**src/rtl/rv32_pkg.sv**
```systemverilog
// Shared RV32I writeback encodings: result-source selects, load funct3 codes and stage states.
package rv32_pkg;

    localparam logic [1:0] WB_SEL_NONE = 2'd0;
    localparam logic [1:0] WB_SEL_ALU  = 2'd1;
    localparam logic [1:0] WB_SEL_LOAD = 2'd2;
    localparam logic [1:0] WB_SEL_PC4  = 2'd3;

    localparam logic [2:0] F3_LB  = 3'd0;
    localparam logic [2:0] F3_LH  = 3'd1;
    localparam logic [2:0] F3_LW  = 3'd2;
    localparam logic [2:0] F3_LBU = 3'd4;
    localparam logic [2:0] F3_LHU = 3'd5;

    typedef enum logic {IDLE, WAIT_MEM} wb_state_t;

    // Undefined load encodings fall into the word-access rule.
    function automatic logic load_misaligned(input logic [2:0] funct3, input logic [1:0] addr_lo);
        case (funct3)
            F3_LB, F3_LBU: load_misaligned = 1'b0;
            F3_LH, F3_LHU: load_misaligned = addr_lo[0];
            default:       load_misaligned = (addr_lo != 2'd0);
        endcase
    endfunction

endpackage

```
**src/rtl/wb_load_align.sv**
```systemverilog
// Combinational load alignment: picks the byte/half addressed by addr_lo, sign/zero-extends it,
// and flags accesses that are not naturally aligned.
module wb_load_align
    import rv32_pkg::*;
(
    input  logic [2:0]  funct3,
    input  logic [1:0]  addr_lo,
    input  logic [31:0] rdata,
    output logic [31:0] result,
    output logic        misalign
);

    logic [7:0]  byte_sel;
    logic [15:0] half_sel;

    always_comb begin
        case (addr_lo)
            2'd0:    byte_sel = rdata[7:0];
            2'd1:    byte_sel = rdata[15:8];
            2'd2:    byte_sel = rdata[23:16];
            default: byte_sel = rdata[31:24];
        endcase
        half_sel = addr_lo[1] ? rdata[31:16] : rdata[15:0];
    end

    always_comb begin
        case (funct3)
            F3_LB:   result = {{24{byte_sel[7]}}, byte_sel};
            F3_LBU:  result = {24'd0, byte_sel};
            F3_LH:   result = {{16{half_sel[15]}}, half_sel};
            F3_LHU:  result = {16'd0, half_sel};
            default: result = rdata;
        endcase
    end

    assign misalign = load_misaligned(funct3, addr_lo);

endmodule

```
**src/rtl/wb_stage.sv**
```systemverilog
// RV32I writeback stage driving the register-file write port; sole writer of the regfile.
// Optional retired-instruction counter enabled by defining WB_INSTRET_EN.
//
//   state    | meaning
//   IDLE     | ready for a new instruction; ALU/PC4/NONE retire immediately
//   WAIT_MEM | load accepted, waiting for mem_rvalid to write aligned data
module wb_stage
    import rv32_pkg::*;
#(
    parameter int XLEN = 32
`ifdef WB_INSTRET_EN
    , parameter int INSTRET_W = 64
`endif
) (
    input  logic            clk,
    input  logic            rst,
    input  logic            in_valid,
    output logic            in_ready,
    input  logic [4:0]      in_rd,
    input  logic [1:0]      in_wb_sel,
    input  logic [2:0]      in_funct3,
    input  logic [1:0]      in_addr_lo,
    input  logic [XLEN-1:0] in_alu_res,
    input  logic [XLEN-1:0] in_pc4,
    input  logic            mem_rvalid,
    input  logic [XLEN-1:0] mem_rdata,
    output logic            w_enable,
    output logic [4:0]      wb_addr,
    output logic [XLEN-1:0] wb_data,
    output logic            ld_misalign,
    output logic            busy
`ifdef WB_INSTRET_EN
    , output logic [INSTRET_W-1:0] instret
`endif
);

    wb_state_t       state;
    logic [4:0]      ld_rd;
    logic [2:0]      ld_funct3;
    logic [1:0]      ld_addr_lo;
    logic [2:0]      al_funct3;
    logic [1:0]      al_addr_lo;
    logic [XLEN-1:0] al_result;
    logic            al_misalign;

    assign in_ready = (state == IDLE);
    assign busy     = (state == WAIT_MEM);

    // In IDLE the aligner only screens the incoming load; in WAIT_MEM it shapes the returned data.
    assign al_funct3  = in_ready ? in_funct3  : ld_funct3;
    assign al_addr_lo = in_ready ? in_addr_lo : ld_addr_lo;

    wb_load_align u_align (
        .funct3   (al_funct3),
        .addr_lo  (al_addr_lo),
        .rdata    (mem_rdata),
        .result   (al_result),
        .misalign (al_misalign)
    );

    always_ff @(posedge clk) begin
        if (rst) begin
            state       <= IDLE;
            w_enable    <= 1'b0;
            wb_addr     <= 5'd0;
            wb_data     <= '0;
            ld_misalign <= 1'b0;
            ld_rd       <= 5'd0;
            ld_funct3   <= 3'd0;
            ld_addr_lo  <= 2'd0;
        end else begin
            w_enable    <= 1'b0;
            ld_misalign <= 1'b0;
            case (state)
                IDLE: begin
                    if (in_valid) begin
                        case (in_wb_sel)
                            WB_SEL_ALU, WB_SEL_PC4: begin
                                // x0 writes are dropped entirely so the port keeps its last value
                                if (in_rd != 5'd0) begin
                                    w_enable <= 1'b1;
                                    wb_addr  <= in_rd;
                                    wb_data  <= (in_wb_sel == WB_SEL_ALU) ? in_alu_res : in_pc4;
                                end
                            end
                            WB_SEL_LOAD: begin
                                if (al_misalign) begin
                                    ld_misalign <= 1'b1;
                                end else begin
                                    ld_rd      <= in_rd;
                                    ld_funct3  <= in_funct3;
                                    ld_addr_lo <= in_addr_lo;
                                    state      <= WAIT_MEM;
                                end
                            end
                            default: ;
                        endcase
                    end
                end
                WAIT_MEM: begin
                    if (mem_rvalid) begin
                        if (ld_rd != 5'd0) begin
                            w_enable <= 1'b1;
                            wb_addr  <= ld_rd;
                            wb_data  <= al_result;
                        end
                        state <= IDLE;
                    end
                end
                default: state <= IDLE;
            endcase
        end
    end

`ifdef WB_INSTRET_EN
    logic retire;

    always_comb begin
        retire = 1'b0;
        if (state == IDLE)
            retire = in_valid && (in_wb_sel != WB_SEL_LOAD);
        else
            retire = mem_rvalid;
    end

    always_ff @(posedge clk) begin
        if (rst)
            instret <= '0;
        else if (retire)
            instret <= instret + 1'b1;
    end
`endif

endmodule

```
**config.mk**
```make
export PLATFORM = sky130hd
export DESIGN_NAME = wb_stage
export DESIGN_NICKNAME = d
export VERILOG_FILES = /design/src/rtl/rv32_pkg.sv /design/src/rtl/wb_load_align.sv /design/src/rtl/wb_stage.sv
export SDC_FILE = /design/constraint.sdc
export NUM_CORES = 1
export LEC_CHECK = 0
export CAP_MARGIN = 20
export CORE_MARGIN = 5
export CORE_UTILIZATION = 40
export CTS_CLUSTER_SIZE = 8
export DETAILED_ROUTE_END_ITERATION = 8
export GPL_TIMING_DRIVEN = 0
export PLACE_DENSITY_LB_ADDON = 0.1
export SLEW_MARGIN = 25
export SYNTH_ARGS = -nofsm -noshare
export SYNTH_HDL_FRONTEND = slang
export SYNTH_HIERARCHICAL = 1
export SYNTH_SLANG_ARGS = --single-unit
```
**constraint.sdc**
```tcl
create_clock -name clk -period 2.7 [get_ports clk]
set_clock_uncertainty 0.2 [all_clocks]
set_input_delay 0.27 -clock clk [delete_from_list [all_inputs] [get_ports clk]]
set_output_delay 0.27 -clock clk [all_outputs]
set_load 0.005 [all_outputs]
```
Word level (Yosys, flattened, before mapping):

Cells that the tools add are included.
W data, S select, Z words.

* equal/unequal tests: 13
* muxes and demuxes: 31
* bitwise operators: 4
* reductions and logical operators: 11

Operators by type and width (number)
* $mux W32: 6
* $pmux W32 S4: 1
* $pmux W32 S2: 1
* $mux W5: 5
* $pmux W8 S3: 1
* $mux W16: 1
* $mux W1: 10
* $pmux W5 S2: 1
* $reduce_bool A5 Y1: 2
* $eq A2 B2 Y1 const B: 3
* $eq A3 B3 Y1 const B: 2
* $ne A2 B1 Y1 const B: 3
* $pmux W1 S2: 3
* $reduce_or A2 Y1: 3
* $reduce_and A5 Y1: 1
* $eq A2 B1 Y1 const B: 2
* $ne A2 B2 Y1 const B: 2
* $not A1 Y1: 4
* $reduce_and A4 Y1: 1
* $reduce_or A4 Y1: 1
* $eq A3 B1 Y1 const B: 1
* $logic_not A3 Y1: 1
* $mux W3: 1
* $logic_not A2 Y1: 1
* 2 further kinds: 2

* bits in registers: 50
* input bits: 112
* output and inout port bits: 41
* word-level logic and storage cells: 67

Longest topological paths before layout:

Gate-level depths: netlist (run 1).

* word-level depth: 8
* gate-level depth with buffers: 11
* depth with buffers taken out: 7

Hierarchy:

Netlist (run 1), hierarchy kept.

Modules (own cells, without submodules)
* wb_stage: instances 1, cells an instance 306, area each 2811.4 µm², seq. area each 1001.0 µm²
* wb_load_align: instances 1, cells an instance 136, area each 974.7 µm², seq. area each 0.0 µm²

Worst setup path before layout (run 1):

No wires, ideal clock.

* kind: reg-to-reg
* from: reg state (netlist: busy)
* to: reg wb_data[10]
* library setup time: 132 ps
* arrival time: 2473 ps
* data required time: 2368 ps
* setup slack: -106 ps
* stages on the path, launching flop included: 12
* buffers on the path: 4
* clock period less this slack: 2806 ps
* path through: dfxtp_1 clkbuf_1 clkbuf_1 mux2_2 buf_6 mux2_4 a22oi_4 buf_6 o221ai_2 nand2b_1 o221ai_1 a21oi_1

* word-level cells in the longest chain between the ends: 7
* elaborated cells between the ends (all ways): 22
* classes of those cells: 10 x eq/ne; 8 x mux; 1 x bitwise; 3 x reduce/logical

RTL lines
* start, declared: RTL line wb_stage.sv:37 `wb_state_t state;`
* start signal, assigned: RTL line wb_stage.sv:63 `state <= IDLE;`
* start signal, assigned: RTL line wb_stage.sv:93 `state <= WAIT_MEM;`
* start signal, assigned: RTL line wb_stage.sv:107 `state <= IDLE;`
* $mux W2 (*): RTL line wb_stage.sv:51 `assign al_addr_lo = in_ready ? in_addr_lo : ld_addr_lo;`
* named net al_addr_lo[0]: RTL line wb_stage.sv:42 `logic [1:0] al_addr_lo;`
* $eq A2 B2 Y1, or another cell as far along: RTL line wb_load_align.sv:17 `case (addr_lo)`
* $pmux W8 S3 (*): RTL line wb_load_align.sv:17
* $pmux W32 S4 (*): RTL line wb_load_align.sv:27 `case (funct3)`
* named net al_result[10]: RTL line wb_stage.sv:43 `logic [XLEN-1:0] al_result;`
* $mux W32 (*): RTL line wb_stage.sv:102 `if (ld_rd != 5'd0) begin`
* $mux W32 (*): RTL line wb_stage.sv:101 `if (mem_rvalid) begin`
* $pmux W32 S2 (*): RTL line wb_stage.sv:74 `case (state)`
* end signal, assigned: RTL line wb_stage.sv:83 `wb_data <= (in_wb_sel == WB_SEL_ALU) ? in_alu_res : in_pc4;`
* end signal, assigned: RTL line wb_stage.sv:105 `wb_data <= al_result;`
* end, declared: RTL line wb_stage.sv:29 `output logic [XLEN-1:0] wb_data,`

The timed path passes the listed nets; every way through them passes the cells marked *. The select of a mux whose other input is x is not followed.
A chain may end at the register's enable or synchronous reset.

Final worst setup path (run 1):

* from: reg state (netlist: busy)
* to: reg wb_data[17]

The elaborated chain is that of the path after synthesis.

==> reports/qor.yml, run 1 <==
status:
  status: "finished, final reports clean"
worst_setup_path:
  cp_slowest_cell: "dfxtp_4"
  critPathCaptureType: "flip-flop"
  reg2reg_setup_slack_ns: 0.11
  r2r_cells: 10
  cp.required_ns: 2.68
  path_class: "reg -> reg"
  critPathTopFamily: "multiplexers"
  rr_endpoint: "wb_data[17]$_SDFFE_PP0P_"
  path_max_fanout: 10
  worstReg2RegStart: "busy$_SDFF_PP0_"
  path_cells: "buf_8 -> mux2_4 -> buf_6 -> mux2_4 -> a22oi_4 -> buf_6 -> o22ai_1 -> nand2b_1 -> o221ai_1 -> a21oi_1"
  path_buf_inv: 3
  start_kind: "flip-flop"
  critPathArrivalTime_ns: 2.57
  max_stage_delay_ns: 0.40
place:
  numPortBuffers: 151
  place_congestion: 0.934
  hpwl_mm: 10.9
  place_ws_ns: -0.466
timing:
  tightest_slew_ns: 0.598
  hold_violations: 0
  period_needed_ns: 2.59
  relSlewSlack: 0.602
  fin_ws_ns: 0.106
  slew_violations: 0
  fmax_mhz: 385
  hold_ws_ns: 0.270
  rsz0062_at_grt: "no"
  setup_violations: 0
  fin_crit_sh: 0.961
power:
  leakage_nw: 2.02
  power_density_nw_per_um2: 358
  power_mw: 2.04
  vdd_drop_max_uv: 241
cts:
  cts-root-buf: "clkbuf_8"
  cts-hold-fix-buffers: 0
  clkTransAtPathRegs_ns: 0.10
  clkLatencyLatePin_ns: 0.30
  cts_made_buffers: 5
  cts-htree-levels: 2
  cts.sinks: 50
  cts_tree: "yes"
  cts.path.max_buffers: 2
yosys:
  synth.most_common_cell: "a21oi_1"
  synth_fp_nets: 554
  synth_edf_count: 0
  avgSynthCellArea_um2: 8.57
  netlist.top_cell.by_area: "dfxtp_1"
  ys_async_sr_fraction: 0
  synth_cell_types: 38
  netlist_area_um2: 3790
  synth_top_cell_area_share: 0.264
  synth_cells: 442
  synth_top_cells_by_area: "dfxtp_1, mux2_2, o221ai_1, a21oi_1, nand2b_1"
  synth_common_cells: "a21oi_1, dfxtp_1, nor2_1, mux2_2, o221ai_1"
  synth_flop_cell: "dfxtp_1"
  synth-warning-count: 6
  yosysSeqAreaShare: 0.264
  synth-seq-cells: 50
grt:
  antenna_found_initial: 0
  grt_pass1_vias: 4065
  track_usage: 0.227
  grt_pass1_wl_mm: 21.0
  grt_max_degree: 16
  grt.overflow.total: 0
floorplanning:
  start_util: 0.410
  die_w_um: 107
  die_h_um: 107
  dieArea_um2: 11500
  num_rows: 35
  ios: 153
  core_um2: 9240
layout:
  final_util: 0.618
  area_delta_synth_final_pct: 50.9
  layout.nets: 723
  drive_gt1_frac: 0.170
  diodes: 0
route:
  routed_wl_mm: 13.8
  drc: 0
  drtAntennaViolNets: 0
  avgRoutedWirePerCell_um: 18.6
  drtIter0Drc: 248
  vias_per_cell: 5.60
  dr.pass1.iters: 5
  routed-via-count: 4146
hold_path:
  min_from: "wb_data[7]$_SDFFE_PP0P_"
  hold_end: "wb_data[7]$_SDFFE_PP0P_"
  min_path_cells: 2
  worst_hold_path_type: "reg -> reg"
job:
  maxCapViolations: 0
==> cell families after synthesis <==
| family | count (synthesis) | share of synthesized area |
|---|---|---|
| muxes | 58 | 0.197 |
| AOI/OAI and AO/OA | 137 | 0.259 |
| buffers and inverters | 61 | 0.0948 |
| DFF | 50 | 0.264 |
| and+or+nand+nor | 136 | 0.184 |
==> how the worst max path moves through the flow <==
stage | start | end | slack [ns] | cells after the start
floorplan | busy$_SDFF_PP0_ | wb_data[10]$_SDFFE_PP0P_ | 0.01 | 11
global placement | busy$_SDFF_PP0_ | wb_data[15]$_SDFFE_PP0P_ | -0.48 | 10
detailed placement | busy$_SDFF_PP0_ | wb_data[1]$_SDFFE_PP0P_ | -0.47 | 9
CTS | busy$_SDFF_PP0_ | wb_data[17]$_SDFFE_PP0P_ | 0.001 | 10
global route | busy$_SDFF_PP0_ | ld_addr_lo[1]$_SDFFE_PP0P_ | 0.002 | 10
finish | busy$_SDFF_PP0_ | wb_data[17]$_SDFFE_PP0P_ | 0.11 | 10
==> flip-flops by register name, indices dropped and copies added, names as in the netlist <==
signal and flops:
wb_data 32, ld_rd 5, wb_addr 5, ld_funct3 3, ld_addr_lo 2, busy 1, ld_misalign 1, w_enable 1
==> cell type report <==
cell class / count / area, µm²
clock inverters: 2 / 37.5
multi-input cells: 331 / 2440
plain buffers: 48 / 327
inverters: 12 / 45.0
fillers: 841 / 3530
repair buffers: 163 / 1620
well taps: 129 / 161
clock buffers: 6 / 72.6
flip-flops and latches: 50 / 1000
==> tightest hold or removal path, delay by kind of cell, from the launching register on <==
family | cells | cell delay (ns)
simple gates | 1 | 0.06
flops | 1 | 0.32
compound gates | 1 | 0.05
==> per-layer routing <==
layer  GRT usage  part of all wire  wire length (µm)
met1       0.308              0.44              6040
met2       0.372              0.46              6360
met3      0.0426             0.087              1190
met4      0.0539             0.012               170
met5           0                 0                 0
==> report_power, final <==
group / total [mW] / switching (mW) / leakage (nW) / internal (mW)
Clock: 0.534 / 0.257 / 0.0514 / 0.277
Sequential: 0.795 / 0.0201 / 0.409 / 0.774
Combinational: 0.714 / 0.301 / 1.56 / 0.412
==> stage by stage <==
step / cell area, µm² / TNS, ns / instances
after global routing: 5710 / 0 / 741
after global placement: 5460 / -14.72 / 722
after CTS: 5600 / 0 / 731
after floorplan: 3790 / 0 / 442
after detailed placement: 5460 / -15.30 / 722
final: 5710 / 0 / 741
==> cells in the final DEF, fill, tap and decap left out, drive strengths merged, types with 2 or more instances in the layout <==
cell type | Yosys | layout
a211oi | 5 | 5
a21oi | 55 | 55
a221oi | 2 | 2
a311oi | 7 | 7
buf | 30 | 41
clkbuf | 19 | 25
clkdlybuf4s50 | 0 | 151
dfxtp | 50 | 50
inv | 11 | 11
mux2 | 39 | 39
mux2i | 12 | 12
mux4 | 7 | 7
nand2 | 13 | 13
nand2b | 33 | 33
nand3 | 32 | 32
nor2 | 36 | 36
nor2b | 12 | 12
nor3 | 5 | 5
o211a | 2 | 2
o211ai | 2 | 2
o21ai | 6 | 6
o221ai | 39 | 39
o22ai | 16 | 16
or4 | 2 | 2
==> repair_timing <==
action                                  4_1_cts  5_1_grt
setup buffers                                 2        8
endpoints found under the setup margin       44       32
gates cloned                                  0        2
pin swaps                                     1        2
gates resized for setup                       7        9
No activity file was read; power rests on OpenSTA's default activity.
==> inputs of run 2 (changes only) <==
- CORE_MARGIN: 5 -> not set
- SLEW_MARGIN: 25 -> 20
==> reports/qor.yml, run 2 (same netlist as run 1, synthesis figures left out) <==
timing:
  hold_violations: 0  # unchanged
  hold_ws_ns: 0.269  # -0.00125 ns
  rsz0062_at_grt: "no"
  setup_violations: 0  # unchanged
  relSlewSlack: 0.600  # -0.00145
  fin_crit_sh: 0.966  # +0.00501
  slew_violations: 0  # unchanged
  period_needed_ns: 2.61  # +0.0135 ns
  tightest_slew_ns: 0.600  # +0.00217 ns
  setup_tns_ns: 0  # unchanged
  fmax_mhz: 383  # -0.52%
job:
  maxCapViolations: 0  # unchanged
worst_setup_path:
  path_cells: "mux2_2 -> buf_6 -> mux2_4 -> a22oi_4 -> buf_6 -> o22ai_1 -> nand2b_1 -> o221ai_1 -> a21oi_1"
  path_max_fanout: 11  # +1
  cp_common_cell: "buf_6"
  cp_slowest_cell: "dfxtp_4"
  cp.required_ns: 2.68  # about the same
  r2r_cells: 9  # -1
  critPathCaptureType: "flip-flop"
  rr_endpoint: "wb_data[17]$_SDFFE_PP0P_"
  critPathArrivalTime_ns: 2.59  # +0.02 ns
  max_stage_delay_ns: 0.45  # +0.05 ns
  worstReg2RegStart: "busy$_SDFF_PP0_"
  start_kind: "flip-flop"
  reg2reg_setup_slack_ns: 0.09  # about the same
  path_class: "reg -> reg"
hold_path:
  hold_end: "wb_data[16]$_SDFFE_PP0P_"
  min_from: "wb_data[16]$_SDFFE_PP0P_"
  min_path_cells: 2  # unchanged
  worst_hold_path_type: "reg -> reg"
power:
  leakage_nw: 1.95  # -3.6%
  vdd_drop_max_uv: 172  # -29%
  power_density_nw_per_um2: 354  # -1.0%
grt:
  antenna_found_initial: 0  # unchanged
  grt_pass1_vias: 3983  # -2.0%
  grt_max_degree: 16  # unchanged
  track_usage: 0.259  # +0.0317
  grt.overflow.total: 0  # unchanged
  met3_usage: 0.0337  # -0.00886
  grt_busiest_layer: "met2"
  gr-usage-met2: 0.435  # +0.0631
  grt_use_met1: 0.343  # +0.0347
  grt_pass1_wl_mm: 20.3  # -3.6%
place:
  dp.cells: 704  # -2.5%
  place_congestion: 0.909  # -2.7%
  hpwl_mm: 10.2  # -6.3%
  place_area_um2: 5440  # -0.41%
  numPortBuffers: 151  # unchanged
route:
  routed_wl_mm: 12.9  # -6.5%
  avgRoutedWirePerCell_um: 18.1  # -2.7%
  drc: 0  # unchanged
  dr.pass1.iters: 4  # -1
  drtIter0Drc: 208  # -16%
  vias_per_cell: 5.82  # +4.0%
  routed-via-count: 4145  # -0.024%
  drtAntennaViolNets: 0  # unchanged
cts:
  cts.path.max_buffers: 2  # unchanged
  cts-hold-fix-buffers: 0  # unchanged
  cts_tree: "yes"
  cts-root-buf: "clkbuf_8"
  clkLatencyLatePin_ns: 0.31  # about the same
  cts.sinks: 50  # unchanged
  cts_made_buffers: 5  # unchanged
  clkTransAtPathRegs_ns: 0.10  # about the same
  cts-htree-levels: 2  # unchanged
layout:
  final_util: 0.604  # -0.0137
  area_delta_synth_final_pct: 46.8
  layout.nets: 712  # -1.5%
  layout.cells.non_filler: 712  # -3.9%
  largest_register_ffs: 32  # unchanged
  layout_common_cells: "clkdlybuf4s50_1, a21oi_1, dfxtp_1, mux2_2, o221ai_1"
  regMostFlops: "wb_data"
  diodes: 0  # unchanged
  drive_gt1_frac: 0.155  # -0.0152
  top_regs: "wb_data: 32 flops, ld_rd: 5 flops, wb_addr: 5 flops"
  final_area_um2: 5560  # -2.7%
  fillers: 864  # +2.7%
  final_common_cell: "clkdlybuf4s50_1"
floorplanning:
  die_w_um: 99.3  # -7.5%
  ios: 153  # unchanged
  start_util: 0.412  # +0.00195
  core_um2: 9200  # -0.47%
  dieArea_um2: 9860  # -14%
  die_h_um: 99.3  # -7.5%
  num_rows: 35  # unchanged
status:
  status: "finished, final reports clean"
run 2: cell count changes in the layout (fill, tap and decap cells not counted), sizes merged:
cell	previous run	this run
bufinv	1	0
clkbuf	25	23
clkinv	1	2
buf	41	32
run 2: worst max-delay path by stage:
| stage | startpoint | endpoint | cells past startpoint |
|---|---|---|---|
| after detailed placement | busy$_SDFF_PP0_ | wb_data[15]$_SDFFE_PP0P_ | 10 |
| after global routing | busy$_SDFF_PP0_ | wb_data[22]$_SDFFE_PP0P_ | 8 |
| after floorplan | busy$_SDFF_PP0_ | wb_data[10]$_SDFFE_PP0P_ | 11 |
| after global placement | busy$_SDFF_PP0_ | wb_data[15]$_SDFFE_PP0P_ | 10 |
| after CTS | busy$_SDFF_PP0_ | wb_data[15]$_SDFFE_PP0P_ | 10 |
| final | busy$_SDFF_PP0_ | wb_data[17]$_SDFFE_PP0P_ | 9 |
run 2: repair_timing:
action,CTS,global route
pin swaps,1,1
gates resized for setup,6,5
buffers inserted,2,0
gates cloned,1,0
setup endpoints to repair,44,13
run 2: where the power goes:
group          total (mW)  switching [mW]  internal, mW
registers           0.795          0.0204         0.774
logic               0.697           0.295         0.403
clock network       0.475           0.268         0.207
total                1.97           0.583          1.38
run 2: critical path: cells and delay by family, from the launching register on:
| family | cells | cell delay (ns) |
|---|---|---|
| buffers and inverters | 2 | 0.32 |
| AOI/OAI and AO/OA | 4 | 0.59 |
| and+or+nand+nor | 1 | 0.21 |
| DFF | 1 | 0.45 |
| muxes | 2 | 0.69 |
run 2: cell type report:
type | count | area [µm²] | area share
Multi-Input combinational cell | 331 | 2430 | 0.437
Tap cell | 111 | 139 | 0.0250
Clock inverter | 2 | 12.5 | 0.00225
Sequential cell | 50 | 1000 | 0.181
Clock buffer | 6 | 82.6 | 0.0149
Timing Repair Buffer | 154 | 1540 | 0.277
Buffer | 46 | 307 | 0.0551
Inverter | 12 | 45.0 | 0.00810
run 2: per-layer routing:
layer,wire length [µm],vias up,part of all wire
met1,5870,1976,0.46
met5,0,-,0
li1,-,1988,-
met4,325,0,0.025
met3,678,28,0.053
met2,6000,153,0.47
run 2: through the flow:
step	worst slack (ns)	total power [mW]
after floorplan	0.0123	1.16
after global placement	-0.475	1.49
after detailed placement	-0.527	1.50
after CTS	0.0690	1.97
after global routing	0.0216	2.07
final	0.0923	1.97
